==> src/rtl/mash111_acc_chain.sv <==
// mash111_acc_chain
// Three cascaded P_WIDTH-bit accumulators forming the integrating front end of
// a MASH 1-1-1 delta-sigma modulator. Each stage emits a registered carry
// (o_quantize1..3) for the downstream noise-cancellation network. A one-word
// shadow register with a valid/ready handshake lets the fractional word be
// retuned between samples without tearing a sample.
//
// Build option: define MASH_DITHER_EN to add a 15-bit LFSR (x^15+x^14+1,
// seed 15'h0001) whose bit 0 becomes the stage-1 carry-in. When it is left
// undefined, no LFSR is built and the carry-in is tied to zero.

module mash111_acc_chain #(
    parameter int P_WIDTH = 24
) (
    input  logic               i_clk,
    input  logic               i_rst_n,
    input  logic               i_en,
    input  logic               i_clr,
    input  logic [P_WIDTH-1:0] i_frac,
    input  logic               i_frac_vld,
    output logic               o_frac_rdy,
    output logic               o_quantize1,
    output logic               o_quantize2,
    output logic               o_quantize3
);

    // P_WIDTH+1 bit sum of two words plus a carry-in; the MSB is the stage carry.
    function automatic logic [P_WIDTH:0] add_w(
        input logic [P_WIDTH-1:0] a,
        input logic [P_WIDTH-1:0] b,
        input logic               c
    );
        return {1'b0, a} + {1'b0, b} + {{P_WIDTH{1'b0}}, c};
    endfunction

    logic [P_WIDTH-1:0] acc1_r;
    logic [P_WIDTH-1:0] acc2_r;
    logic [P_WIDTH-1:0] acc3_r;
    logic [P_WIDTH-1:0] frac_act_r;
    logic [P_WIDTH-1:0] frac_shd_r;
    logic               shd_full_r;
    logic               q1_r;
    logic               q2_r;
    logic               q3_r;

    logic               step_s;
    logic               xfer_s;
    logic               apply_s;
    logic               cin_s;
    logic [P_WIDTH:0]   s1_s;
    logic [P_WIDTH:0]   s2_s;
    logic [P_WIDTH:0]   s3_s;

    // Qualify the sample strobe and the handshake events.
    always_comb begin
        step_s  = i_en & ~i_clr;
        xfer_s  = i_frac_vld & ~shd_full_r;
        apply_s = step_s & shd_full_r;
    end

`ifdef MASH_DITHER_EN
    localparam logic [14:0] LFSR_SEED = 15'h0001;

    logic [14:0] lfsr_r;

    // One Fibonacci shift of the x^15+x^14+1 dither generator.
    function automatic logic [14:0] lfsr_next(input logic [14:0] cur);
        return {cur[13:0], cur[14] ^ cur[13]};
    endfunction

    // Dither LFSR: advances on every sample strobe, clear or not.
    always_ff @(posedge i_clk or negedge i_rst_n) begin
        if (!i_rst_n) begin
            lfsr_r <= LFSR_SEED;
        end else if (i_en) begin
            lfsr_r <= lfsr_next(lfsr_r);
        end else begin
            lfsr_r <= lfsr_r;
        end
    end

    // Carry-in is the LFSR LSB as it stands before this edge's shift.
    always_comb begin
        cin_s = lfsr_r[0];
    end
`else
    // No dither: stage-1 carry-in is constant zero.
    always_comb begin
        cin_s = 1'b0;
    end
`endif

    // Cascaded sums; each stage integrates the previous stage's wrapped result.
    always_comb begin
        s1_s = add_w(acc1_r, frac_act_r, cin_s);
        s2_s = add_w(acc2_r, s1_s[P_WIDTH-1:0], 1'b0);
        s3_s = add_w(acc3_r, s2_s[P_WIDTH-1:0], 1'b0);
    end

    // Accumulators and carries: clear wins, otherwise advance on i_en, else hold.
    always_ff @(posedge i_clk or negedge i_rst_n) begin
        if (!i_rst_n) begin
            acc1_r <= {P_WIDTH{1'b0}};
            acc2_r <= {P_WIDTH{1'b0}};
            acc3_r <= {P_WIDTH{1'b0}};
            q1_r   <= 1'b0;
            q2_r   <= 1'b0;
            q3_r   <= 1'b0;
        end else if (i_clr) begin
            acc1_r <= {P_WIDTH{1'b0}};
            acc2_r <= {P_WIDTH{1'b0}};
            acc3_r <= {P_WIDTH{1'b0}};
            q1_r   <= 1'b0;
            q2_r   <= 1'b0;
            q3_r   <= 1'b0;
        end else if (i_en) begin
            acc1_r <= s1_s[P_WIDTH-1:0];
            acc2_r <= s2_s[P_WIDTH-1:0];
            acc3_r <= s3_s[P_WIDTH-1:0];
            q1_r   <= s1_s[P_WIDTH];
            q2_r   <= s2_s[P_WIDTH];
            q3_r   <= s3_s[P_WIDTH];
        end else begin
            acc1_r <= acc1_r;
            acc2_r <= acc2_r;
            acc3_r <= acc3_r;
            q1_r   <= q1_r;
            q2_r   <= q2_r;
            q3_r   <= q3_r;
        end
    end

    // Shadow handshake: a transfer needs an empty shadow and an apply needs a
    // full one, so the two can never coincide. The apply edge still sums with
    // the old active word because s1_s reads frac_act_r before it updates.
    always_ff @(posedge i_clk or negedge i_rst_n) begin
        if (!i_rst_n) begin
            frac_act_r <= {P_WIDTH{1'b0}};
            frac_shd_r <= {P_WIDTH{1'b0}};
            shd_full_r <= 1'b0;
        end else if (xfer_s) begin
            frac_act_r <= frac_act_r;
            frac_shd_r <= i_frac;
            shd_full_r <= 1'b1;
        end else if (apply_s) begin
            frac_act_r <= frac_shd_r;
            frac_shd_r <= frac_shd_r;
            shd_full_r <= 1'b0;
        end else begin
            frac_act_r <= frac_act_r;
            frac_shd_r <= frac_shd_r;
            shd_full_r <= shd_full_r;
        end
    end

    assign o_frac_rdy  = ~shd_full_r;
    assign o_quantize1 = q1_r;
    assign o_quantize2 = q2_r;
    assign o_quantize3 = q3_r;

endmodule

==> config.mk <==
export PLATFORM = sky130hd
export DESIGN_NAME = mash111_acc_chain
export DESIGN_NICKNAME = d
export VERILOG_FILES = /design/src/rtl/mash111_acc_chain.sv
export SDC_FILE = /design/constraint.sdc
export NUM_CORES = 1
export LEC_CHECK = 0
export BUFFER_PORTS_ARGS = -buffer_cell sky130_fd_sc_hd__buf_2
export CORE_MARGIN = 5
export CORE_UTILIZATION = 59
export CTS_BUF_LIST = sky130_fd_sc_hd__clkbuf_2 sky130_fd_sc_hd__clkbuf_4 sky130_fd_sc_hd__clkbuf_8
export DETAILED_ROUTE_END_ITERATION = 6
export PLACE_DENSITY_LB_ADDON = 0.2
export SLEW_MARGIN = 20
export SYNTH_ARGS = -nofsm -noshare
export SYNTH_HDL_FRONTEND = slang
export SYNTH_SLANG_ARGS = --single-unit
==> constraint.sdc <==
create_clock -name i_clk -period 4.8 [get_ports i_clk]
set_input_delay 0.24 -clock i_clk [delete_from_list [all_inputs] [get_ports i_clk]]
set_output_delay 0.24 -clock i_clk [all_outputs]
set_load 0.1 [all_outputs]
==> flow_summary.rst <==
.. list-table::
   :header-rows: 1

   * - Metric
     - Value
   * - Critical path capture point type
     - flop
   * - Worst-Skew Late Latency
     - 470 ps
   * - Setup WS post-layout
     - -252 ps
   * - Vias/cell
     - 6.30
   * - Req. time, crit path
     - 5120 ps
   * - Initial antenna violation count
     - 0
   * - Clock Skew
     - 15.1 ps
   * - Effective utilization at floorplan
     - 0.606
   * - Wire length per cell after detailed routing
     - 20.2 um
   * - Footprint of the multi-input gates
     - 5720 um^2
   * - Fill cell count
     - 824
   * - Clock buffers created by TritonCTS
     - 17
   * - Post-detailed-routing wire length
     - 25700 um
   * - First-pass DRT Iterations
     - 7
   * - Final cell area excluding filler cells
     - 11200 um^2
   * - Root Driver
     - sky130_fd_sc_hd__clkbuf_8
   * - Critical Setup Path Class
     - flop to flop
   * - Setup tns final
     - -1280 ps
   * - Maximum level of the CTS H-tree
     - 4
   * - Number of pins with negative max-slew slack in the final report
     - 0
   * - Fmax
     - 198 MHz
   * - Total standard cell area after synthesis
     - 8470 um^2
   * - Clock Path Buffers
     - 2
   * - Number of sinks handled by clock tree synthesis
     - 124
   * - Number of nets in the layout
     - 1185
   * - Count of final setup violators
     - 9
   * - Area of the die
     - 16900 um^2
   * - Width of the die
     - 130 um
   * - Largest area contributor in the netlist
     - sky130_fd_sc_hd__dfrtp_1
   * - Number of synthesized register bits
     - 124
   * - Most used standard cells in the synthesized netlist
     - sky130_fd_sc_hd__dfrtp_1, sky130_fd_sc_hd__nor2_1, sky130_fd_sc_hd__ha_1
   * - Area fraction of the dominant cell type after synthesis
     - 0.366
   * - Final hold violation count
     - 0
   * - Max_slew headroom
     - 0.297
   * - Count of input and output buffers
     - 32
   * - Residual overflow from global routing
     - 0
   * - Antenna diode count
     - 0
   * - Top_reg_cell synth
     - sky130_fd_sc_hd__dfrtp_1
   * - Mean Syn Cell Area
     - 9.64 um^2
   * - Max cap viols
     - 0
   * - HP Class
     - input port to flop
   * - Total placed instance area
     - 9660 um^2
   * - Number of violations reported at the end of detailed-routing iteration 0
     - 775
   * - Asr flop ratio synth
     - 1.00
   * - Global-route wire length before repair
     - 40000 um
   * - Leading cell types by total area after synthesis
     - sky130_fd_sc_hd__dfrtp_1, sky130_fd_sc_hd__ha_1, sky130_fd_sc_hd__mux2_2, sky130_fd_sc_hd__mux2i_1, sky130_fd_sc_hd__nor2_1
   * - DRC violations left
     - 2
   * - Worst path arrival time
     - 5370 ps
   * - CTS tree
     - done
   * - Syn nets
     - 985
   * - Sequential share of the synthesized area
     - 0.366
   * - Vertical die dimension
     - 130 um
   * - Fraction of final layout cells sized beyond drive strength 1
     - 0.360
   * - Fin crit share
     - 1.05
   * - Post-DP HPWL
     - 16000 um
   * - GP Congestion
     - 0.941
   * - Number of synthesized flops with an enable pin
     - 0
   * - Vias in the first global route
     - 8033
   * - Number of primary I/O pins
     - 33
   * - Post-Syn Instances
     - 879
   * - Antenna Nets Post-Route
     - 0
   * - Area growth, synth to finish
     - 31.8%
   * - Setup repair after global routing missed its margin
     - true
   * - Library cells used by synthesis
     - 73
   * - Slew of the pin with the lowest slew margin
     - 1050 ps
   * - Std-Cell Core Area
     - 14000 um^2
   * - Type of element launching the critical path
     - flop
   * - Final hold slack
     - 6.33 ps
   * - GRT Overall Usage
     - 0.299
   * - Most repeated cell in the gate-level netlist after synthesis
     - sky130_fd_sc_hd__dfrtp_1
   * - Clock slew seen by the registers of the worst setup and hold paths
     - 90 ps
   * - Violated checks
     - DRC, setup timing
   * - Run status
     - finished with violations
   * - Yosys warns
     - 0
   * - Worst Path Max Fanout
     - 5
   * - Maximum number of pins on one net before global-route repair
     - 80
   * - Final Critical Period
     - 5050 ps
   * - Number of placement rows
     - 43
   * - Area used by sequential logic in the layout
     - 3100 um^2
   * - Total vias in the final route
     - 8014
cell families (layout without fill, tap and decap cells):
group	Yosys count	after routing	share of synthesized area
AO/OA/AOI/OAI	249	249	0.203
XOR/XNOR	56	56	0.0579
adder cells (fa/ha/maj)	77	77	0.116
buffers and inverters	65	278	0.0304
flip-flops	124	124	0.366
multiplexers	78	78	0.0993
AND/OR/NAND/NOR	230	230	0.127
routing by layer:
layer / part of all wire / up-vias / GRT usage
li1: - / 3625 / -
met1: 0.42 / 3927 / 0.375
met2: 0.49 / 361 / 0.517
met3: 0.056 / 101 / 0.0536
met4: 0.038 / 0 / 0.110
met5: 0 / - / 0
worst max-delay path, stage by stage (launching register included):
cell,delay (ps)
sky130_fd_sc_hd__dfrtp_1,390
sky130_fd_sc_hd__ha_2,210
sky130_fd_sc_hd__buf_4,130
sky130_fd_sc_hd__buf_4,130
sky130_fd_sc_hd__a211oi_2,290
sky130_fd_sc_hd__o21ai_2,120
sky130_fd_sc_hd__nor2_1,130
sky130_fd_sc_hd__o21ai_1,150
sky130_fd_sc_hd__xor2_1,210
sky130_fd_sc_hd__ha_1,410
sky130_fd_sc_hd__nand4_1,160
sky130_fd_sc_hd__o22ai_1,190
sky130_fd_sc_hd__o21ba_2,230
sky130_fd_sc_hd__o221ai_4,280
sky130_fd_sc_hd__a21oi_4,120
sky130_fd_sc_hd__o21bai_1,250
sky130_fd_sc_hd__xnor2_1,130
sky130_fd_sc_hd__ha_1,360
sky130_fd_sc_hd__buf_6,140
sky130_fd_sc_hd__a21o_1,160
sky130_fd_sc_hd__nor3_1,170
sky130_fd_sc_hd__o21ai_1,90
sky130_fd_sc_hd__o21ai_1,180
sky130_fd_sc_hd__xor2_1,160
sky130_fd_sc_hd__a211oi_1,80
metrics by stage:
stage / instances / worst slack [ps] / util
global route: 1272 / -455 / 0.798
detailed placement: 1179 / -523 / 0.691
floorplan: 879 / 55.2 / -
finish: 1272 / -252 / 0.798
CTS: 1247 / -232 / 0.757
global placement: 1179 / -301 / 0.691
final timing paths:
path	end	slack, ps	cells past startpoint	start
worst max-delay path	acc3_r[23]$_DFFE_PN0P_	-250	24	acc1_r[0]$_DFFE_PN0P_
worst min-delay path	frac_shd_r[11]$_DFFE_PN0P_	6	2	i_frac[11]
min in group asynchronous	acc3_r[7]$_DFFE_PN0P_	370	2	i_rst_n
worst min register to register	acc3_r[15]$_DFFE_PN0P_	510	2	acc3_r[15]$_DFFE_PN0P_
max in group asynchronous	acc2_r[10]$_DFFE_PN0P_	3300	3	i_rst_n
worst max register to register	acc3_r[23]$_DFFE_PN0P_	-250	24	acc1_r[0]$_DFFE_PN0P_
area by class of cell:
type / instances / share of cell area
Inverter: 26 / 0.00874
Sequential cell: 124 / 0.278
Tap cell: 180 / 0.0202
Multi-Input combinational cell: 690 / 0.513
Clock buffer: 19 / 0.0229
Clock inverter: 13 / 0.00964
Timing Repair Buffer: 220 / 0.148
timing repair:
item                                    4_1_cts  5_1_grt
buffers inserted                             23       24
hold endpoints to repair                     56        1
gates resized for setup                      61       77
pin swaps                                    44       54
endpoints found under the setup margin       13       16
hold buffers                                 15        1
sequential cells by signal (all words and copies together) (netlist names):
| name | flops |
|---|---|
| acc1_r | 24 |
| acc2_r | 24 |
| acc3_r | 24 |
| frac_act_r | 24 |
| frac_shd_r | 24 |
| o_quantize1 | 1 |
| o_quantize2 | 1 |
| o_quantize3 | 1 |
| shd_full_r | 1 |
cell usage in the layout (no fill, tap or decap), drive strengths merged, types with 17 or more instances in the layout:
cell type,count
nor2,77
nor3,17
a21o,29
mux2i,30
xnor2,29
dfrtp,124
clkbuf,19
ha,74
xor2,27
inv,33
buf,204
a22o,18
mux2,48
nand3,17
a21oi,60
nand2,63
o21ai,46
Power is left out: the tool's default activity adds up to more than one toggle a clock period on the data nets, which glitch-free logic cannot reach.
